[src/rtl/cache_line_ctrl_if.sv]
// cache_line_ctrl_if
//   Bundles the CPU request handshake, the tag/dirty status from the cache
//   array, the RAM burst handshake and the cache array controls for
//   cache_line_ctrl.
//   master : requester / cache array / RAM side (drives requests, status, ram_ack)
//   slave  : the controller (drives req_ready, RAM strobes, cache controls, done/err)
interface cache_line_ctrl_if #(
  parameter int IDX_W = 2
);
  logic             req_valid;
  logic [1:0]       req_op;
  logic             req_indirect;
  logic             req_ready;
  logic             is_hit;
  logic             is_clean;
  logic             ram_ack;
  logic             ram_rd_en;
  logic             ram_wr_en;
  logic [IDX_W-1:0] word_idx;
  logic [1:0]       cache_in;
  logic             fill_we;
  logic             data_in_sel;
  logic             done;
  logic             err;

  modport master (
    output req_valid, req_op, req_indirect, is_hit, is_clean, ram_ack,
    input  req_ready, ram_rd_en, ram_wr_en, word_idx, cache_in, fill_we,
           data_in_sel, done, err
  );

  modport slave (
    input  req_valid, req_op, req_indirect, is_hit, is_clean, ram_ack,
    output req_ready, ram_rd_en, ram_wr_en, word_idx, cache_in, fill_we,
           data_in_sel, done, err
  );
endinterface

[src/rtl/cache_line_ctrl.sv]
// cache_line_ctrl
//   Write-back, write-allocate cache line controller. Accepts clear/read/write
//   requests, looks the line up, writes back a dirty victim and fills the line
//   from RAM as LINE_WORDS-beat bursts, then performs the CPU access. Indirect
//   requests repeat the lookup/access sequence up to MAX_IND extra times and
//   end in err if the chain has not terminated by then.
// Ports
//   clk        : clock, all state on rising edge
//   clr        : synchronous active-high reset
//   bus.slave  : req_valid/req_op/req_indirect/req_ready  CPU handshake
//                is_hit/is_clean                          tag/dirty status (CHECK)
//                ram_ack/ram_rd_en/ram_wr_en/word_idx     RAM burst
//                cache_in/fill_we/data_in_sel             cache array control
//                done/err                                 one-cycle result pulses
module cache_line_ctrl #(
  parameter int LINE_WORDS = 4,
  parameter int IDX_W      = 2,
  parameter int MAX_IND    = 3
) (
  input logic              clk,
  input logic              clr,
  cache_line_ctrl_if.slave bus
);

  typedef enum logic [2:0] {
    S_IDLE,
    S_CLEAR,
    S_LOOKUP,
    S_CHECK,
    S_WB,
    S_FILL,
    S_ACCESS,
    S_IND
  } state_t;

  localparam logic [1:0] OP_CLEAR = 2'b00;
  localparam logic [1:0] OP_RSVD  = 2'b01;
  localparam logic [1:0] OP_WRITE = 2'b11;

  localparam logic [1:0] CI_CLEAR  = 2'b00;
  localparam logic [1:0] CI_LOOKUP = 2'b01;
  localparam logic [1:0] CI_HOLD   = 2'b10;
  localparam logic [1:0] CI_WRITE  = 2'b11;

  localparam logic [IDX_W-1:0] LAST_IDX = IDX_W'(LINE_WORDS - 1);
  localparam logic [2:0]       HOP_MAX  = 3'(MAX_IND);

  state_t           state_q, state_d;
  logic [1:0]       op_q, op_d;
  logic             ind_q, ind_d;
  logic [2:0]       hop_q, hop_d;
  logic [IDX_W-1:0] idx_q, idx_d;

  always_ff @(posedge clk) begin
    if (clr) begin
      state_q <= S_IDLE;
      op_q    <= '0;
      ind_q   <= 1'b0;
      hop_q   <= '0;
      idx_q   <= '0;
    end else begin
      state_q <= state_d;
      op_q    <= op_d;
      ind_q   <= ind_d;
      hop_q   <= hop_d;
      idx_q   <= idx_d;
    end
  end

  assign bus.word_idx = idx_q;

  always_comb begin
    state_d = state_q;
    op_d    = op_q;
    ind_d   = ind_q;
    hop_d   = hop_q;
    idx_d   = idx_q;

    bus.req_ready   = 1'b0;
    bus.ram_rd_en   = 1'b0;
    bus.ram_wr_en   = 1'b0;
    bus.cache_in    = CI_HOLD;
    bus.fill_we     = 1'b0;
    bus.data_in_sel = 1'b0;
    bus.done        = 1'b0;
    bus.err         = 1'b0;

    case (state_q)
      S_IDLE: begin
        bus.req_ready = 1'b1;
        if (bus.req_valid) begin
          if (bus.req_op == OP_RSVD) begin
            // Reserved op: flagged combinationally and dropped.
            bus.err = 1'b1;
          end else begin
            op_d    = bus.req_op;
            ind_d   = bus.req_indirect;
            hop_d   = '0;
            state_d = (bus.req_op == OP_CLEAR) ? S_CLEAR : S_LOOKUP;
          end
        end
      end

      S_CLEAR: begin
        bus.cache_in = CI_CLEAR;
        bus.done     = 1'b1;
        state_d      = S_IDLE;
      end

      S_LOOKUP: begin
        bus.cache_in = CI_LOOKUP;
        state_d      = S_CHECK;
      end

      S_CHECK: begin
        if (bus.is_hit)        state_d = S_ACCESS;
        else if (bus.is_clean) state_d = S_FILL;
        else                   state_d = S_WB;
      end

      S_WB: begin
        bus.ram_wr_en = 1'b1;
        if (bus.ram_ack) begin
          if (idx_q == LAST_IDX) begin
            idx_d   = '0;
            state_d = S_FILL;
          end else begin
            idx_d = idx_q + 1'b1;
          end
        end
      end

      S_FILL: begin
        bus.ram_rd_en   = 1'b1;
        bus.data_in_sel = 1'b1;
        bus.fill_we     = bus.ram_ack;
        if (bus.ram_ack) begin
          if (idx_q == LAST_IDX) begin
            idx_d   = '0;
            state_d = S_ACCESS;
          end else begin
            idx_d = idx_q + 1'b1;
          end
        end
      end

      S_ACCESS: begin
        bus.cache_in = (op_q == OP_WRITE) ? CI_WRITE : CI_HOLD;
        state_d      = S_IND;
      end

      S_IND: begin
        if (!ind_q) begin
          bus.done = 1'b1;
          state_d  = S_IDLE;
        end else if (hop_q < HOP_MAX) begin
          hop_d   = hop_q + 1'b1;
          state_d = S_LOOKUP;
        end else begin
          // Chain exhausted its hop budget: error instead of completion.
          bus.err = 1'b1;
          state_d = S_IDLE;
        end
      end

      default: state_d = S_IDLE;
    endcase
  end

endmodule
[src/flat_wrapper.sv]
// flat-port wrapper written by rule: the top's interface ports become plain ports
module cache_line_ctrl_flat 
#(
  parameter int LINE_WORDS = 4,
  parameter int IDX_W      = 2,
  parameter int MAX_IND    = 3
)
  (clk, clr, bus_req_valid, bus_req_op, bus_req_indirect, bus_is_hit, bus_is_clean, bus_ram_ack, bus_req_ready, bus_ram_rd_en, bus_ram_wr_en, bus_word_idx, bus_cache_in, bus_fill_we, bus_data_in_sel, bus_done, bus_err);
  cache_line_ctrl_if #(.IDX_W(IDX_W)) bus_i ();
  input logic clk;
  input logic clr;
  input wire logic [$bits(bus_i.req_valid)-1:0] bus_req_valid;
  input wire logic [$bits(bus_i.req_op)-1:0] bus_req_op;
  input wire logic [$bits(bus_i.req_indirect)-1:0] bus_req_indirect;
  input wire logic [$bits(bus_i.is_hit)-1:0] bus_is_hit;
  input wire logic [$bits(bus_i.is_clean)-1:0] bus_is_clean;
  input wire logic [$bits(bus_i.ram_ack)-1:0] bus_ram_ack;
  output wire logic [$bits(bus_i.req_ready)-1:0] bus_req_ready;
  output wire logic [$bits(bus_i.ram_rd_en)-1:0] bus_ram_rd_en;
  output wire logic [$bits(bus_i.ram_wr_en)-1:0] bus_ram_wr_en;
  output wire logic [$bits(bus_i.word_idx)-1:0] bus_word_idx;
  output wire logic [$bits(bus_i.cache_in)-1:0] bus_cache_in;
  output wire logic [$bits(bus_i.fill_we)-1:0] bus_fill_we;
  output wire logic [$bits(bus_i.data_in_sel)-1:0] bus_data_in_sel;
  output wire logic [$bits(bus_i.done)-1:0] bus_done;
  output wire logic [$bits(bus_i.err)-1:0] bus_err;
  assign bus_i.req_valid = bus_req_valid;
  assign bus_i.req_op = bus_req_op;
  assign bus_i.req_indirect = bus_req_indirect;
  assign bus_i.is_hit = bus_is_hit;
  assign bus_i.is_clean = bus_is_clean;
  assign bus_i.ram_ack = bus_ram_ack;
  assign bus_req_ready = bus_i.req_ready;
  assign bus_ram_rd_en = bus_i.ram_rd_en;
  assign bus_ram_wr_en = bus_i.ram_wr_en;
  assign bus_word_idx = bus_i.word_idx;
  assign bus_cache_in = bus_i.cache_in;
  assign bus_fill_we = bus_i.fill_we;
  assign bus_data_in_sel = bus_i.data_in_sel;
  assign bus_done = bus_i.done;
  assign bus_err = bus_i.err;
  cache_line_ctrl #(.LINE_WORDS(LINE_WORDS), .IDX_W(IDX_W), .MAX_IND(MAX_IND)) u_core (.clk(clk), .clr(clr), .bus(bus_i));
endmodule
[config.mk]
export PLATFORM = sky130hd
export DESIGN_NAME = cache_line_ctrl_flat
export DESIGN_NICKNAME = d
export VERILOG_FILES = /design/src/rtl/cache_line_ctrl_if.sv /design/src/rtl/cache_line_ctrl.sv /design/src/flat_wrapper.sv
export SDC_FILE = /design/constraint.sdc
export NUM_CORES = 1
export LEC_CHECK = 0
export CELL_PAD_IN_SITES_DETAIL_PLACEMENT = 0
export CELL_PAD_IN_SITES_GLOBAL_PLACEMENT = 1
export CORE_MARGIN = 5
export CORE_UTILIZATION = 32
export DETAILED_ROUTE_END_ITERATION = 10
export GPL_ROUTABILITY_DRIVEN = 0
export HOLD_SLACK_MARGIN = 0.15
export PLACE_DENSITY = 0.85
export SETUP_SLACK_MARGIN = 0.15
export SLEW_MARGIN = 40
export SYNTH_ARGS = -nofsm -noshare
export SYNTH_HDL_FRONTEND = slang
export SYNTH_SLANG_ARGS = --single-unit
[constraint.sdc]
create_clock -name clk -period 1.49 [get_ports clk]
set_input_delay 0.149 -clock clk [delete_from_list [all_inputs] [get_ports clk]]
set_output_delay 0.149 -clock clk [all_outputs]
set_load 0.005 [all_outputs]
# == Word-level counts from Yosys, hierarchy flattened ==
# Cells that the tools add are included.
# classes
add_sub_neg,2
n_mul,0
div,0
magnitude_cmp,1
n_eq_ne,18
shift,0
n_mux,31
n_bitwise,1
n_reduce_logical,8
# op_table
cell,n
$mux W3,12
$pmux W3 S8,1
$eq A3 B3 Y1 const B,4
$mux W1,11
$ne A2 B1 Y1 const B,4
$ne A2 B2 Y1 const B,4
$eq A3 B2 Y1 const B,2
$mux W2,3
$pmux W2 S3,1
$pmux W3 S2,1
$reduce_and A6 Y1,1
$reduce_and A5 Y1,1
$eq A2 B2 Y1 const B,2
$pmux W1 S2,2
$add A3 B1 Y3 const B,1
$eq A3 B1 Y1 const B,1
$logic_not A3 Y1,1
$lt A3 B2 Y1 const B,1
$reduce_and A3 Y1,1
$add A2 B1 Y2 const B,1
$eq A2 B1 Y1 const B,1
$logic_not A2 Y1,1
$reduce_and A2 Y1,1
$reduce_bool A2 Y1,1
2 further kinds,2
# totals
reg_bits,11
latchBits,0
ramBits,0
mem_bits_ro,0
in_bits,9
elab_cells,66
memories,0

# == Logic depth before layout (Yosys ltp) ==
# depth
word_depth,5
mapped_depth,5

# == Least setup slack after synthesis ==
# OpenSTA, ideal clock, no wires.
# synth_path
kind,register to register
from,register u_core.state_q[1]
to,register u_core.state_q[1]
setup_ns,0.116
arrival_ns,1.077
required_ns,1.374
path_slack_ns,0.297
path_stages_with_launch,6
n_path_buf,1
period_less_slack_ns,1.193
cell_sequence,dfxtp_1 -> buf_4 -> nand2_1 -> a21oi_1 -> o22ai_1 -> and3b_1
# synth_between
elab_chain_len,3
elab_cells_between_ends,16
cone_classes,eq/ne: 13; mux: 1; reduce/logical: 2
# synth_lines
item,line_no,source
from (decl),cache_line_ctrl.sv:48,"state_t state_q, state_d;"
from (signal assigned),cache_line_ctrl.sv:62,state_q <= state_d;
$eq A3 B3 Y1 / $logic_not A3 Y1 (equally long branches),cache_line_ctrl.sv:88,case (state_q)
$ne A2 B1 Y1 (no source line) / $ne A2 B2 Y1 (equally long branches),--,
$reduce_and A6 Y1 (no source line),--,
# Several ways; a longest one is shown, not always the timed one.
# A chain may end at the register's enable or synchronous reset.

# == Worst setup path in the final report ==
# layout_path
from,register u_core.state_q[1]
to,output port bus_cache_in[1]
# layout_between
elab_chain_len,2
elab_cells_between_ends,4
cone_classes,eq/ne: 3; mux: 1
# layout_lines
item,line_no,source
"$eq A3 B3 Y1, or another cell as far along",cache_line_ctrl.sv:88,
$pmux W2 S3 (*),cache_line_ctrl.sv:88,
to (decl),flat_wrapper.sv:22,output wire logic [$bits(bus_i.cache_in)-1:0] bus_cache_in;
# Mark *: on every way between the ends. The rest lies on a longest branch, timed or not.

==> results_dict.tcl <==
set metrics [dict create \
    cts.sinks 11 \
    final_common_cell "buf_4" \
    cts_buffer_depth 2 \
    rows 16 \
    grt_max_degree 14 \
    dieArea_sq_mm 0.003102 \
    route.detailed.drc 0 \
    clock_latency_ps 270 \
    cts_tree "built" \
    path_clk_slew_ps 80 \
    overflow 0 \
    status "finished, final reports clean" \
    ys_ff_latch 11 \
    hold_class "input port to register" \
    die_y_microns 55.70 \
    drt_pass1_iterations 4 \
    maxCapViolations 0 \
    finalClockSkew_ps 5.533 \
    synthToLayoutAreaGrowth_pct 77.15 \
    path_class "register to output pin" \
    core_area_sq_mm 0.001982 \
    avgViaCountPerCell 4.987 \
    grt_pass1_wl_microns 3387 \
    cts_root_buf "clkbuf_4" \
    cellLeakagePower_nw 0.5121 \
    mappedNetlistArea_sq_um 668.1 \
    ys_seq_area_frac 0.3296 \
    final_nets 142 \
    detail-route-antenna-nets 0 \
    hpwl_microns 1361 \
    synth_cell_types 29 \
    synth_warnings 0 \
    fillers 163 \
    powerDensity_mw_per_mm2 1030 \
    start_util 0.3371 \
    fin_crit_sh 0.9588 \
    grt_use_total 0.1332 \
    dp_slack_ps -44.05 \
    cp.arrival_ps 1280 \
    wl_per_cell_microns 12.63 \
    finalSetupTns_ps 0 \
    antenna_found_initial 0 \
    hold_viol_final 0 \
    final_critical_path_setup_slack_ps 61.42 \
    dieWidth_microns 55.70 \
    post_route_cells_drive_above_1_share 0.4769 \
    grt_pass1_vias 785 \
    place_inst 147 \
    startpoint_type "register" \
    holdBufCountCts 0 \
    critPathCaptureType "output pin" \
    h-tree-depth 1 \
    setup_violations 0 \
    rsz0062_at_grt "true" \
    via_count 783 \
    antenna_cells 0 \
    drt_iter0_drc 8 \
    cp.required_ps 1340 \
    relSlewSlack 0.7855 \
    ir_drop_mv 0.6225 \
    avgSynthCellArea_sq_um 7.769 \
    syn-num-nets 97 \
    max_clock_freq_ghz 0.7000 \
    layout_min_cycle_time_ps 1429 \
    port_buffers 19 \
    path_max_fanout 4 \
    tightest_slew_ps 320.4 \
    synth_cells 86 \
    final_cell_mix "15 x buf_4, 13 x buf_6, 11 x nand2_1, 10 x a21oi_1, 10 x clkdlybuf4s50_1" \
    io_pins 20 \
    drv_slew 0 \
    instances_no_fill 157 \
    routed_wl_microns 1983 \
    cts_buffers 3 \
]
[flip-flops by register name, summed over array words and instances (netlist names)]
| name | count |
|---|---|
| u_core.hop_q | 3 |
| u_core.state_q | 3 |
| u_core.bus.word_idx | 2 |
| u_core.op_q | 2 |
| u_core.ind_q | 1 |
[power breakdown]
group / leakage (nW) / internal [W] / switching, W
Combinational: 0.405 / 0.000364 / 0.000273
Clock: 0.0150 / 0.000104 / 0.000103
Sequential: 0.0918 / 0.000330 / 0.0000453
[cell families (layout without fill, tap and decap cells)]
| group | count (synthesis) | count (layout) | synth area share |
|---|---|---|---|
| buffers and inverters | 7 | 51 | 0.06180 |
| flip-flops | 11 | 11 | 0.3296 |
| adder cells (fa/ha/maj) | 2 | 2 | 0.03745 |
| XOR/XNOR | 2 | 2 | 0.02622 |
| AND/OR/NAND/NOR | 41 | 41 | 0.3521 |
| AO/OA/AOI/OAI | 23 | 23 | 0.1929 |
[stage by stage]
stage                     area, sq um  power [W]  hold WS, ps    util
final                            1184   0.001219        435.8  0.5972
after global placement           1008  0.0008609        465.4  0.5088
after global routing             1184   0.001300        489.6  0.5972
after CTS                        1134   0.001178        427.5  0.5720
after floorplan                 668.1  0.0006020        285.0       -
after detailed placement         1008  0.0008728        476.9  0.5088
[metal layers]
metal	share of wire	wire length [microns]	track usage
met5	0	0	0
met4	0.0061	12	0.06250
met3	0.036	71	0.01392
met2	0.53	1046	0.2331
met1	0.43	853	0.1611
[path summary, 6_finish.rpt]
kind,slack [ps],startpoint,endpoint,cells after the start
hold / removal,440,bus_req_indirect,u_core.ind_q,3
setup / recovery,60,u_core.state_q[1],bus_cache_in[1],6
hold reg to reg,490,u_core.bus.word_idx[0],u_core.bus.word_idx[0],2
setup reg to reg,80,u_core.state_q[1],u_core.bus.word_idx[0],7
[area by class of cell]
class | instances | area (sq um) | area share
Tap cell | 27 | 33.78 | 0.02854
Clock buffer | 4 | 26.28 | 0.02220
Sequential cell | 11 | 230.2 | 0.1945
Inverter | 2 | 10.01 | 0.008457
Timing Repair Buffer | 45 | 394.1 | 0.3330
Multi-Input combinational cell | 68 | 489.2 | 0.4133
[worst max-delay path, stage by stage, from the launching register on]
cell and delay, ps:
dfxtp_4 370, buf_6 120, buf_6 120, buf_6 120
xor2_1 120, nand2_1 60, buf_2 120
[synthesized netlist by cell type]
cell type | count | area [sq um]
o21a_1 | 1 | 7.510
or3_1 | 1 | 6.260
nand3_1 | 5 | 25.02
nand2b_1 | 4 | 25.02
a2bb2oi_1 | 1 | 8.760
nor2_1 | 5 | 18.77
xnor2_1 | 1 | 8.760
a21oi_1 | 14 | 70.07
buf_4 | 2 | 15.01
buf_6 | 1 | 11.26
nor3_1 | 3 | 15.01
xor2_1 | 1 | 8.760
o31ai_1 | 1 | 7.510
and3b_1 | 1 | 8.760
o22ai_1 | 2 | 12.51
nor4_1 | 1 | 6.260
a211oi_1 | 1 | 7.510
nor2b_4 | 1 | 13.76
dfxtp_1 | 11 | 220.2
o21ai_0 | 3 | 15.01
and3_1 | 3 | 18.77
and2_1 | 1 | 6.260
nor3b_2 | 1 | 12.51
clkbuf_1 | 2 | 7.510
nand2_1 | 13 | 48.80
inv_1 | 2 | 7.510
nand2_2 | 1 | 6.260
ha_1 | 2 | 25.02
nor4b_4 | 1 | 23.77
[what timing repair did]
| item | 4_1_cts | 5_1_grt |
|---|---|---|
| resized for setup | 59 | 16 |
| setup buffers | 5 | 0 |
| setup endpoints to repair | 12 | 18 |
| hold endpoints to repair | 0 | 0 |
| pin swaps | 4 | 8 |
| gates cloned | 1 | 0 |
Power figures use the tool's default switching activity.
